$ cat config.mk
export PLATFORM = sky130hd
export DESIGN_NAME = hs_skid_slice
export DESIGN_NICKNAME = d
export VERILOG_FILES = /design/src/rtl/hs_skid_slice.sv
export SDC_FILE = /design/constraint.sdc
export NUM_CORES = 1
export LEC_CHECK = 0
export ABC_AREA = 0
export CORE_MARGIN = 2
export CORE_UTILIZATION = 50
export CTS_BUF_LIST = sky130_fd_sc_hd__clkbuf_4
export DETAILED_ROUTE_END_ITERATION = 8
export HOLD_SLACK_MARGIN = 0.12
export PLACE_DENSITY = 0.84
export SLEW_MARGIN = 10
export SYNTH_ARGS = -nofsm -noshare
export SYNTH_HDL_FRONTEND = slang
export SYNTH_SLANG_ARGS = --single-unit
export TNS_END_PERCENT = 1
$ cat constraint.sdc
create_clock -name sys_clk -period 2.7 [get_ports sys_clk]
set_input_delay 0.54 -clock sys_clk [delete_from_list [all_inputs] [get_ports sys_clk]]
set_output_delay 0.54 -clock sys_clk [all_outputs]
set_load 0.005 [all_outputs]
$ cat src/rtl/hs_skid_slice.sv
// Two-entry valid/ready skid slice with a beat counter; both s_ready and m_valid
// come straight from flops so neither handshake path crosses the slice combinationally.
module hs_skid_slice #(
  parameter int unsigned DATA_W  = 8,
  parameter int unsigned CNT_W   = 3,
  parameter bit          CNT_SAT = 1'b0
) (
  input  logic              sys_clk,
  input  logic              rst,
  input  logic              s_valid,
  output logic              s_ready,
  input  logic [DATA_W-1:0] s_data,
  output logic              m_valid,
  input  logic              m_ready,
  output logic [DATA_W-1:0] m_data,
  input  logic              cnt_clr,
  output logic [CNT_W-1:0]  beat_cnt
);

  // A beat moves on an edge where valid and ready are both high; a producer
  // holds valid and data steady until that edge, and ready never waits on valid.
  typedef enum logic [1:0] {
    ST_EMPTY = 2'd0,
    ST_ONE   = 2'd1,
    ST_FULL  = 2'd2
  } state_e;

  state_e              state_q, state_d;
  logic [DATA_W-1:0]   head_q, head_d;
  logic [DATA_W-1:0]   skid_q, skid_d;
  logic                s_ready_q, s_ready_d;
  logic                m_valid_q, m_valid_d;
  logic [CNT_W-1:0]    cnt_q, cnt_d;
  logic                push;
  logic                pop;

  assign push = s_valid & s_ready_q;
  assign pop  = m_valid_q & m_ready;

  always_comb begin
    state_d = state_q;
    head_d  = head_q;
    skid_d  = skid_q;
    unique case (state_q)
      ST_EMPTY: begin
        if (push) begin
          state_d = ST_ONE;
          head_d  = s_data;
        end
      end
      ST_ONE: begin
        if (push && !pop) begin
          state_d = ST_FULL;
          skid_d  = s_data;
        end else if (!push && pop) begin
          state_d = ST_EMPTY;
        end else if (push && pop) begin
          head_d  = s_data;
        end
      end
      ST_FULL: begin
        if (pop) begin
          state_d = ST_ONE;
          head_d  = skid_q;
        end
      end
      default: state_d = ST_EMPTY;
    endcase
    // Handshake flags are precomputed from the next state to stay registered.
    m_valid_d = (state_d != ST_EMPTY);
    s_ready_d = (state_d != ST_FULL);
  end

  always_comb begin
    cnt_d = cnt_q;
    if (cnt_clr) begin
      cnt_d = '0;
    end else if (pop) begin
      if (CNT_SAT && (cnt_q == {CNT_W{1'b1}})) begin
        cnt_d = cnt_q;
      end else begin
        cnt_d = cnt_q + CNT_W'(1);
      end
    end
  end

  always_ff @(posedge sys_clk) begin
    if (rst) begin
      state_q   <= ST_EMPTY;
      s_ready_q <= 1'b1;
      m_valid_q <= 1'b0;
      cnt_q     <= '0;
    end else begin
      state_q   <= state_d;
      s_ready_q <= s_ready_d;
      m_valid_q <= m_valid_d;
      cnt_q     <= cnt_d;
    end
  end

  // Payload storage needs no reset: its contents only matter while marked valid.
  always_ff @(posedge sys_clk) begin
    head_q <= head_d;
    skid_q <= skid_d;
  end

  assign s_ready  = s_ready_q;
  assign m_valid  = m_valid_q;
  assign m_data   = head_q;
  assign beat_cnt = cnt_q;

endmodule

==> Yosys cells after proc, flatten, opt, wreduce, memory -nomap -nowiden <==
Cells that the tools add are included.
W data, S select, Z words.
{ "op_classes": {"n_addsub": 1, "bitwise_logic": 2, "n_reduce_logical": 11, "n_mux": 11, "eq_ne": 8} }
{ "ops": {"columns": ["cell", "count"], "rows": [
  ["$mux W8", 5],
  ["$pmux W8 S3", 1],
  ["$ne A2 B2 Y1 const B", 6],
  ["$mux W2", 4],
  ["$pmux W2 S3", 1],
  ["$reduce_and A6 Y1", 1],
  ["$add A3 B1 Y3 const B", 1],
  ["$logic_and A1 B1 Y1", 3],
  ["$reduce_bool A3 Y1", 1],
  ["$and A1 B1 Y1", 2],
  ["$eq A2 B1 Y1 const B", 1],
  ["$eq A2 B2 Y1 const B", 1],
  ["$logic_not A1 Y1", 2],
  ["$logic_not A2 Y1", 1],
  ["$reduce_and A2 Y1", 1],
  ["$reduce_bool A2 Y1", 1],
  ["$reduce_or A2 Y1", 1]
]} }
{ "totals": {"out_inout_bits": 13, "ff_bits": 23} }

==> Logic depth before layout (Yosys ltp) <==
Gate-level depths: netlist of the first run.
{ "logic_depth": {"ltp_word": 7, "ltp_mapped": 4, "depth_no_buf": 4} }

==> Worst setup path before layout of the first run <==
No wires, ideal clock.
{ "synth_path": {"kind": "input to register", "start": "input m_ready", "end": "register head_q[0] (netlist: m_data[0]) (enable)", "stages": 2, "arrival_ns": 1.327, "slack_ns": 0.989, "t_required_ns": 2.316, "cell_sequence": "nand2_1 o21ai_0"} }
{ "synth_via": {"elab_chain_len": 5, "elab_cells_between_ends": 10, "classes_between": "eq/ne (4); bitwise (1); reduce/logical (5)"} }
{ "synth_rtl": {"columns": ["item", "line", "source"], "rows": [
  ["from (decl)", "14", "input logic m_ready,"],
  ["$and A1 B1 Y1 (*)", "38", "assign pop = m_valid_q & m_ready;"],
  ["$logic_not A1 Y1", "52", "if (push && !pop) begin"],
  ["$logic_and A1 B1 Y1", "52", null],
  ["$ne A2 B2 Y1 (no line)", null, null],
  ["$reduce_and A6 Y1 (no line) (*)", null, null],
  ["to (signal assigned)", "103", "head_q <= head_d;"],
  ["to (decl)", "29", "logic [DATA_W-1:0] head_q, head_d;"]
]} }
Every way passes the cells marked *; elsewhere a longest branch is shown, timed or not.
A chain may end at the register's enable or synchronous reset.

==> Worst setup path after layout of the first run <==
{ "layout_path": {"start": "input m_ready", "end": "register head_q[4] (netlist: m_data[4]) (enable)"} }
The elaborated chain is that of the path after synthesis.

==> metrics.md, run 1 <==
| Metric | Value |
|---|---|
| Status | `finished clean` |
| Maximum vdd ir drop | `~0.30 mV` |
| Cts repair resizes | `0` |
| Syn_area_per_cell | `about 12 um^2` |
| Wire length per cell | `~13 um` |
| Max frequency | `between 400 and 500 MHz` |
| Clock Path Buffers | `2` |
| Pwr Total | `between 0.7 and 0.8 mW` |
| Vias in the first global route | `638` |
| CP Data Arrival Time | `just under 2 ns` |
| Worst setup EP type | `register` |
| Max Slew Vio Count | `0` |
| LEAKAGE | `between 0.4 and 0.5 nW` |
| Die area | `~2200 um^2` |
| R2R Setup Slk | `about 0.66 ns` |
| Fin crit share | `around three quarters` |
| Commonest non-fill, non-tap cells in the layout | `nand2_1, clkdlybuf4s50_1, edfxtp_1` |
| CTS Buf Count | `3` |
| Remaining DRCs | `0` |
| Total track usage | `between 10% and 20%` |
| Fin Clk Skew | `0.000915 ns` |
| Max-Cap Viols | `0` |
| Least-Margin Pin Slew | `1.07 ns` |
| Worst skew pair latency | `0.29 ns` |
| Synthesized Nets | `92` |
| Antenna violations before repair | `0` |
| Critical Path Start Type | `input pin` |
| Share of layout cells above drive strength 1 | `7.55%` |
| Clk sinks | `23` |
| Initial Util | `a little over half` |
| TritonCTS clock tree | `built` |
| Yosys warns | `0` |
| Crit-path max FO | `8` |
| Synth Instances | `between 70 and 80` |
| Setup-failing EPs final | `0` |
| Critical path class | `in -> reg` |
| RSZ-0062 raised after global routing | `no` |
| H-Tree Depth | `1` |
| Netlist Area Pre-Place | `slightly above 900 um^2` |
| Cts hold-fix bufs | `0` |
| Area growth, synth to finish | `33.9%` |
| Gpl congestion | `~0.83` |
| Clk slew on worst S/H paths | `roughly 0.11 ns` |
| Die X | `~47 um` |
| Sum Neg Setup Slack | `0 ns` |
| Critical path data required time | `approximately 2.6 ns` |
| Setup Buffers After CTS | `0` |
| # IOs | `26` |
| First-pass GRT wire length | `around 2.6 mm` |
| Via density | `around 5` |
| Fillers | `150` |
| Largest net degree at the start of global routing | `13` |
| GRT Residual Overflow | `0` |
| Port bufs | `25` |
| #FFs+latches synth | `23` |
| Layout Nets | `approximately 120` |
| Commonest non-fill, non-tap cell in the layout | `nand2_1` |
| Reg2Reg Depth | `2` |
| Drt pass-1 iters | `4` |
| Clk root buf | `clkbuf_4` |
| Antenna-violating nets left | `0` |
| Sequential area share after synthesis | `roughly two thirds` |
| Diode count | `0` |
| Post-layout utilization of the core | `71.3%` |
| P per Cell Area | `between 500 and 600 nW/um^2` |
| Drt total wl | `~1.7 mm` |
| Hold crit path type | `reg -> reg` |
| Netlist cell types | `25` |
| Die Y | `around 47 um` |
| Via count | `between 600 and 700` |
| Cells on Worst Hold Path | `2` |
| Tmin final | `between 2 and 2.5 ns` |
| Slew headroom | `approximately 28%` |
| Hold Vio Cnt, Final | `0` |
| # rows | `15` |
| Iter 0 DRT Violations | `24` |
| DP Wirelength | `between 1 and 1.5 mm` |
| Core area | `about 1700 um^2` |
[layer usage]
metal / up-vias / share of wire, % / global-route usage, %
li1: 334 / - / -
met1: 304 / 44 / 19.6
met2: 24 / 50 / 29.6
met3: 0 / 5.5 / 4.23
met4: 0 / 0 / 6.67
met5: - / 0 / 0
[critical path: stages]
cell,delay [ns]
clkdlybuf4s50_1,0.53
nand2_1,0.08
o21ai_0,0.83
[synth_stat cells (all sizes together)]
cell    number  area [um^2]
nor3         3         15.0
or3          1         6.26
a221o        1         10.0
nor2         2         7.51
edfxtp      16          480
and2         1         6.26
and2b        1         8.76
a21o         1         8.76
nand2b       1         6.26
clkbuf       1         5.00
mux2i        1         10.0
buf          2         10.0
nand3        1         5.00
o21ai        1         5.00
a32oi        1         8.76
nor2b        1         6.26
o311ai       1         8.76
a221oi       2         17.5
nand3b       1         7.51
dfxtp        7          140
nor4bb       1         10.0
a21oi        1         5.00
nand2       27          101
xor2         2         17.5
ha           1         12.5
[cell type report]
type | count | area, um^2 | area share, %
Multi-Input combinational cell | 52 | 284 | 23.1
Clock buffer | 4 | 30.0 | 2.44
Sequential cell | 23 | 621 | 50.4
Timing Repair Buffer | 27 | 265 | 21.5
Tap cell | 25 | 31.3 | 2.54
[stage by stage]
step           worst slack (ns)  cell area (um^2)  hold WS [ns]  std cells
2_1_floorplan             0.989               920         0.484         78
3_3_place_gp              0.380              1200         0.490        127
3_5_place_dp              0.255              1200         0.497        127
4_1_cts                   0.580              1230         0.525        131
5_1_grt                   0.523              1230         0.558        131
6_report                  0.639              1230         0.523        131
[state kept, by name, indices dropped and copies added, names as in the netlist]
register / cells
beat_cnt: 3
m_data: 8
m_valid: 1
state_q: 2
s_ready: 1
skid_q: 8
[final timing paths]
check | from | end
setup / recovery | m_ready | m_data[4]$_DFFE_PP_
hold / removal | skid_q[1]$_DFFE_PP_ | m_data[1]$_DFFE_PP_
setup reg to reg | state_q[0]$_SDFF_PP0_ | m_data[4]$_DFFE_PP_
hold reg to reg | skid_q[1]$_DFFE_PP_ | m_data[1]$_DFFE_PP_
[kinds of logic after synthesis]
logic type / count (synthesis) / synth area share, %
compound gates: 8 / 6.94
simple gates: 40 / 19.6
fa+ha+maj: 1 / 1.36
buf+inv: 3 / 1.63
xor+xnor: 2 / 1.91
flops: 23 / 67.5
mux: 1 / 1.09
[power by group]
| group | total, mW | switching, mW | internal (mW) |
|---|---|---|---|
| clock | 0.156 | 0.0883 | 0.0674 |
| combinational | 0.121 | 0.0530 | 0.0684 |
| sequential | 0.430 | 0.0152 | 0.415 |
| total | 0.707 | 0.156 | 0.551 |
(Power assumes the default switching activity.)
==> run 2: changes to the inputs <==
- CORE_UTILIZATION: 50 -> 48
- PLACE_DENSITY: 0.84 -> 0.81
- clock period: 2.7 -> 2 ns (I/O delays scaled with it)
==> run 2 against run 1 <==
  * Sequential power up 35%
  * Utilization decreased by 1.1 points
  * Setup slack worse by 0.30 ns
  * Clock skew increased by 0.0023 ns
  * Sequential share of layout area shrank 0.31 points
  * Critical endpoint is now m_valid
  * Largest cell class unchanged
  * Largest power group unchanged
  * Highest routed layer is now met4
==> metrics.md, run 2 (same netlist as run 1, synthesis figures left out) <==
| Metric | Value |
|---|---|
| Clk sinks | `23` |
| Crit-path cells | `clkdlybuf4s50_1` |
| Total track usage | `between 15 and 20%` |
| Critical path class | `reg -> out` |
| Largest net degree at the start of global routing | `13` |
| Buf+Inv Stages, Crit Path | `1` |
| # IOs | `26` |
| Area growth, synth to finish | `34.7%` |
| Cts hold-fix bufs | `0` |
| Post-layout utilization of the core | `between 70% and 80%` |
| Clk root buf | `clkbuf_4` |
| Initial Util | `between 50% and 60%` |
| LEAKAGE | `between 0.4 and 0.5 nW` |
| Hold crit path type | `reg -> reg` |
| H-Tree Depth | `1` |
| Sw frac | `between 20% and 30%` |
| TritonCTS clock tree | `built` |
| First-pass GRT wire length | `2.56 mm` |
| CP max stage cell | `clkdlybuf4s50_1` |
| Max-Cap Viols | `0` |
| Crit-path max FO | `6` |
| Commonest non-fill, non-tap cells in the layout | `nand2_1, clkdlybuf4s50_1, edfxtp_1` |
| Hold Vio Cnt, Final | `0` |
| Maximum vdd ir drop | `0.504 mV` |
| # rows | `15` |
| Least-Margin Pin Slew | `0.440 ns` |
| Share of layout cells above drive strength 1 | `8.41%` |
| Die X | `47.8 um` |
| Clock Path Buffers | `2` |
| Fin Clk Skew | `roughly 0.0032 ns` |
| Setup Buffers After CTS | `0` |
| Iter 0 DRT Violations | `11` |
| Status | `finished clean` |
| Vias in the first global route | `approximately 650` |
| Comb power frac | `17.4%` |
| Sum Neg Setup Slack | `0 ns` |
| Power Internal | `about 0.75 mW` |
| GRT Residual Overflow | `0` |
| Diode count | `0` |
| DP Wirelength | `between 1 and 1.5 mm` |
| Critical Path Start Type | `register` |
| Flop pwr share | `60.2%` |
| Die area | `2280 um^2` |
| Fin crit share | `82.8%` |
| Clk slew on worst S/H paths | `around 0.12 ns` |
| CTS Buf Count | `3` |
| Layout Nets | `between 100 and 150` |
| DP Cell Count | `roughly 130` |
| Remaining DRCs | `0` |
| Commonest non-fill, non-tap cell in the layout | `nand2_1` |
| Core area | `between 1500 and 2000 um^2` |
| CP peak stage delay | `0.53 ns` |
| Port bufs | `25` |
| RSZ-0062 raised after global routing | `no` |
| Critical path data required time | `~1.6 ns` |
| Drt pass-1 iters | `4` |
| Die Y | `47.8 um` |
| P per Cell Area | `~780 nW/um^2` |
| Gpl congestion | `about 0.81` |
| Net switching power | `roughly 0.22 mW` |
| Clk pwr share | `around 22%` |
| Worst skew pair latency | `0.30 ns` |
| Max Slew Vio Count | `0` |
| Via density | `5.11` |
| Via count | `roughly 680` |
| Critical path's top delay family | `buffers and inverters` |
| Slew headroom | `between 70% and 80%` |
| Antenna-violating nets left | `0` |
| Non-filler instance count after layout | `roughly 130` |
| CP Data Arrival Time | `between 1 and 1.5 ns` |
| Cts repair resizes | `0` |
| Worst setup EP type | `output pin` |
| Setup-failing EPs final | `0` |
| Antenna violations before repair | `0` |
| Max frequency | `between 600 and 700 MHz` |
| Drt total wl | `~1.7 mm` |
| Tmin final | `1.66 ns` |
| Wire length per cell | `~13 um` |
## run 2: cell types whose count changed in the layout (fill, tap and decap cells not counted)
cell   previous run  this run
buf_4             2         3
## run 2: final cells by class
| cell class | count | area (um^2) |
|---|---|---|
| multi-input cells | 52 | 284 |
| clock buffers | 4 | 30.0 |
| well taps | 25 | 31.3 |
| fillers | 150 | 526 |
| flip-flops and latches | 23 | 621 |
| repair buffers | 28 | 273 |
## run 2: per-layer routing
| layer | up-vias | part of all wire, % | track usage, % | routed length [um] |
|---|---|---|---|---|
| met5 | - | 0 | 0 | 0 |
| met4 | 0 | 1.0 | 7.03 | 17 |
| met3 | 2 | 5.4 | 3.40 | 90 |
| met2 | 26 | 50 | 29.1 | 844 |
| met1 | 311 | 43 | 19.1 | 727 |
| li1 | 336 | - | - | - |
## run 2: through the flow
stage	setup slack (ns)	area, um^2	hold WS (ns)	total power, mW
6_report	0.343	1240	0.528	0.965
5_1_grt	0.293	1240	0.563	1.00
4_1_cts	0.331	1240	0.533	0.971
3_5_place_dp	0.162	1210	0.505	0.761
3_3_place_gp	0.193	1210	0.493	0.755
2_1_floorplan	0.315	920	0.479	0.659
## run 2: power by group through the flow
stage	clock network [mW]	registers [mW]	logic [mW]
4_1_cts	0.220	0.581	0.170
3_5_place_dp	0	0.592	0.169
5_1_grt	0.232	0.586	0.184
2_1_floorplan	0	0.592	0.0674
6_report	0.216	0.581	0.168
3_3_place_gp	0	0.590	0.165
## run 2: final timing paths
kind | cells after the start | startpoint | slack (ns) | end
setup / recovery | 1 | m_valid$_SDFF_PP0_ | 0.34 | m_valid
hold reg to reg | 2 | skid_q[2]$_DFFE_PP_ | 0.53 | m_data[2]$_DFFE_PP_
setup reg to reg | 3 | state_q[0]$_SDFF_PP0_ | 0.56 | m_data[5]$_DFFE_PP_
hold / removal | 2 | skid_q[2]$_DFFE_PP_ | 0.53 | m_data[2]$_DFFE_PP_
## run 2: worst register-to-register path, delay by kind of cell (launching register included)
kind | cells | cell delay, ns
compound gates | 1 | 0.24
buf+inv | 1 | 0.19
flops | 1 | 0.38
simple gates | 1 | 0.36
==> run 3: changes to the inputs <==
- CORE_UTILIZATION: 48 -> 43
- PLACE_DENSITY: 0.81 -> 0.77
- clock period: 2 -> 1.5 ns (I/O delays scaled with it)
==> run 3 against run 2 <==
  * First-iteration DRC count is the same
  * Design area grew 4.4%
  * Non-clock buffer count grew 6
  * Register-to-register slack lost 0.40 ns
  * Total power grew 34%
  * Via count grew 1.3%
  * Sequential power grew 33%
  * Critical path type unchanged
  * Critical endpoint is now m_data[2]
==> metrics.md, run 3 (same netlist as run 1, synthesis figures left out) <==
| Metric | Value |
|---|---|
| CTS Buf Count | `3` |
| Via count | `684` |
| Critical path class | `reg -> out` |
| CP max stage cell | `clkdlybuf4s50_1` |
| Core area | `between 1500 and 2000 um^2` |
| Iter 0 DRT Violations | `11` |
| Non-filler instance count after layout | `140` |
| Wire length per cell | `between 10 and 15 um` |
| Worst setup EP type | `output pin` |
| Fin crit share | `slightly below 100%` |
| Setup Buffers After CTS | `0` |
| Drt total wl | `approximately 1.8 mm` |
| Setup-failing EPs final | `0` |
| Hold crit path type | `reg -> reg` |
| Initial Util | `a little under half` |
| Hold Vio Cnt, Final | `0` |
| Gpl congestion | `around 0.8` |
| Power Internal | `between 0.9 and 1 mW` |
| Critical path data required time | `between 1 and 1.5 ns` |
| Fillers | `between 150 and 200` |
| Stages on worst setup path | `1` |
| Status | `finished clean` |
| Flop pwr share | `59.8%` |
| Sum Neg Setup Slack | `0 ns` |
| Clk sinks | `23` |
| # IOs | `26` |
| Cells on Worst Hold Path | `1` |
| Layout Nets | `approximately 130` |
| Net switching power | `between 0.3 and 0.4 mW` |
| Clock Path Buffers | `2` |
| Diode count | `0` |
| CP peak stage delay | `about 0.52 ns` |
| Pwr Total | `between 1 and 1.5 mW` |
| Critical path's top delay family | `buffers and inverters` |
| Die area | `between 2000 and 3000 um^2` |
| Clk pwr share | `21.3%` |
| Antenna violations before repair | `0` |
| # rows | `16` |
| Cts hold-fix bufs | `0` |
| Placed Area | `~1300 um^2` |
| Drt pass-1 iters | `4` |
| GRT Residual Overflow | `0` |
| Slew headroom | `between 80% and 90%` |
| Max frequency | `around 680 MHz` |
| Least-Margin Pin Slew | `0.258 ns` |
| Sw frac | `approximately a quarter` |
| Port bufs | `25` |
| Worst hold slack | `roughly 0.51 ns` |
| Total track usage | `between 15 and 20%` |
| DP Cell Count | `136` |
| DP Wirelength | `~1.4 mm` |
| CP Data Arrival Time | `between 1 and 1.5 ns` |
| Register Area | `627 um^2` |
| Die X | `approximately 50 um` |
| Commonest non-fill, non-tap cell in the layout | `nand2_1` |
| Share of layout cells above drive strength 1 | `between 15 and 20%` |
| Largest net degree at the start of global routing | `14` |
| LEAKAGE | `0.534 nW` |
| Buf+Inv Stages, Crit Path | `1` |
| First-pass GRT wire length | `roughly 3 mm` |
| Antenna-violating nets left | `0` |
| Area growth, synth to finish | `40.7%` |
| Maximum vdd ir drop | `just over 0.5 mV` |
| Max-Cap Viols | `0` |
| TritonCTS clock tree | `built` |
| Crit-path max FO | `1` |
| Commonest non-fill, non-tap cells in the layout | `nand2_1, clkdlybuf4s50_1, edfxtp_1` |
| Crit-path cells | `clkdlybuf4s50_1` |
| Tmin final | `approximately 1.5 ns` |
| Area of the multi-input gates | `between 200 and 300 um^2` |
| Remaining DRCs | `0` |
| Vias in the first global route | `707` |
| Die Y | `50.2 um` |
| Max Slew Vio Count | `0` |
| Post-route cell area | `around 1300 um^2` |
| H-Tree Depth | `1` |
| Clk root buf | `clkbuf_4` |
| Comb power frac | `18.9%` |
| P per Cell Area | `between 1000 and 1500 nW/um^2` |
| Reg2Reg Depth | `4` |
| Worst skew pair latency | `about 0.3 ns` |
| Clk slew on worst S/H paths | `about 0.12 ns` |
| Fin Clk Skew | `~0.0040 ns` |
| Critical Path Start Type | `register` |
| Via density | `about 5` |
run 3: cell type report:
cell class	instances	area share (%)
timing repair buffer	34	24.9
multi-input combinational	52	22.0
clock inverter	1	0.387
sequential	23	48.5
clock buffer	3	1.74
tap	27	2.61
run 3: through the flow:
stage               setup slack, ns  utilization, %
global route            -0.00000133            65.3
detailed placement           -0.189            63.4
CTS                         0.00667            64.9
global placement             -0.159            63.4
finish                       0.0266            65.3
floorplan                    0.0367               -
run 3: layer usage:
metal	wire length, um	vias to the layer above	global-route usage (%)
li1	-	351	-
met1	762	311	18.3
met2	974	20	29.8
met3	85	2	3.27
met4	13	0	6.94
met5	0	-	0
run 3: what timing repair did:
| action | CTS | global route |
|---|---|---|
| hold endpoints to repair | 0 | 0 |
| setup endpoints to repair | 3 | 4 |
| gates resized for setup | 4 | 4 |
run 3: power by group through the flow:
stage	Combinational [mW]	Clock, mW	Sequential (mW)
global placement	0.240	0	0.787
detailed placement	0.247	0	0.789
CTS	0.246	0.280	0.775
finish	0.244	0.276	0.775
floorplan	0.0906	0	0.789
global route	0.271	0.298	0.783
run 3: worst paths after layout:
kind	from	to	slack, ns
worst max-delay path	m_data[2]$_DFFE_PP_	m_data[2]	0.03
worst max register to register	state_q[1]$_SDFF_PP0_	m_data[0]$_DFFE_PP_	0.16
worst min register to register	m_valid$_SDFF_PP0_	state_q[1]$_SDFF_PP0_	0.51
worst min-delay path	m_valid$_SDFF_PP0_	state_q[1]$_SDFF_PP0_	0.51
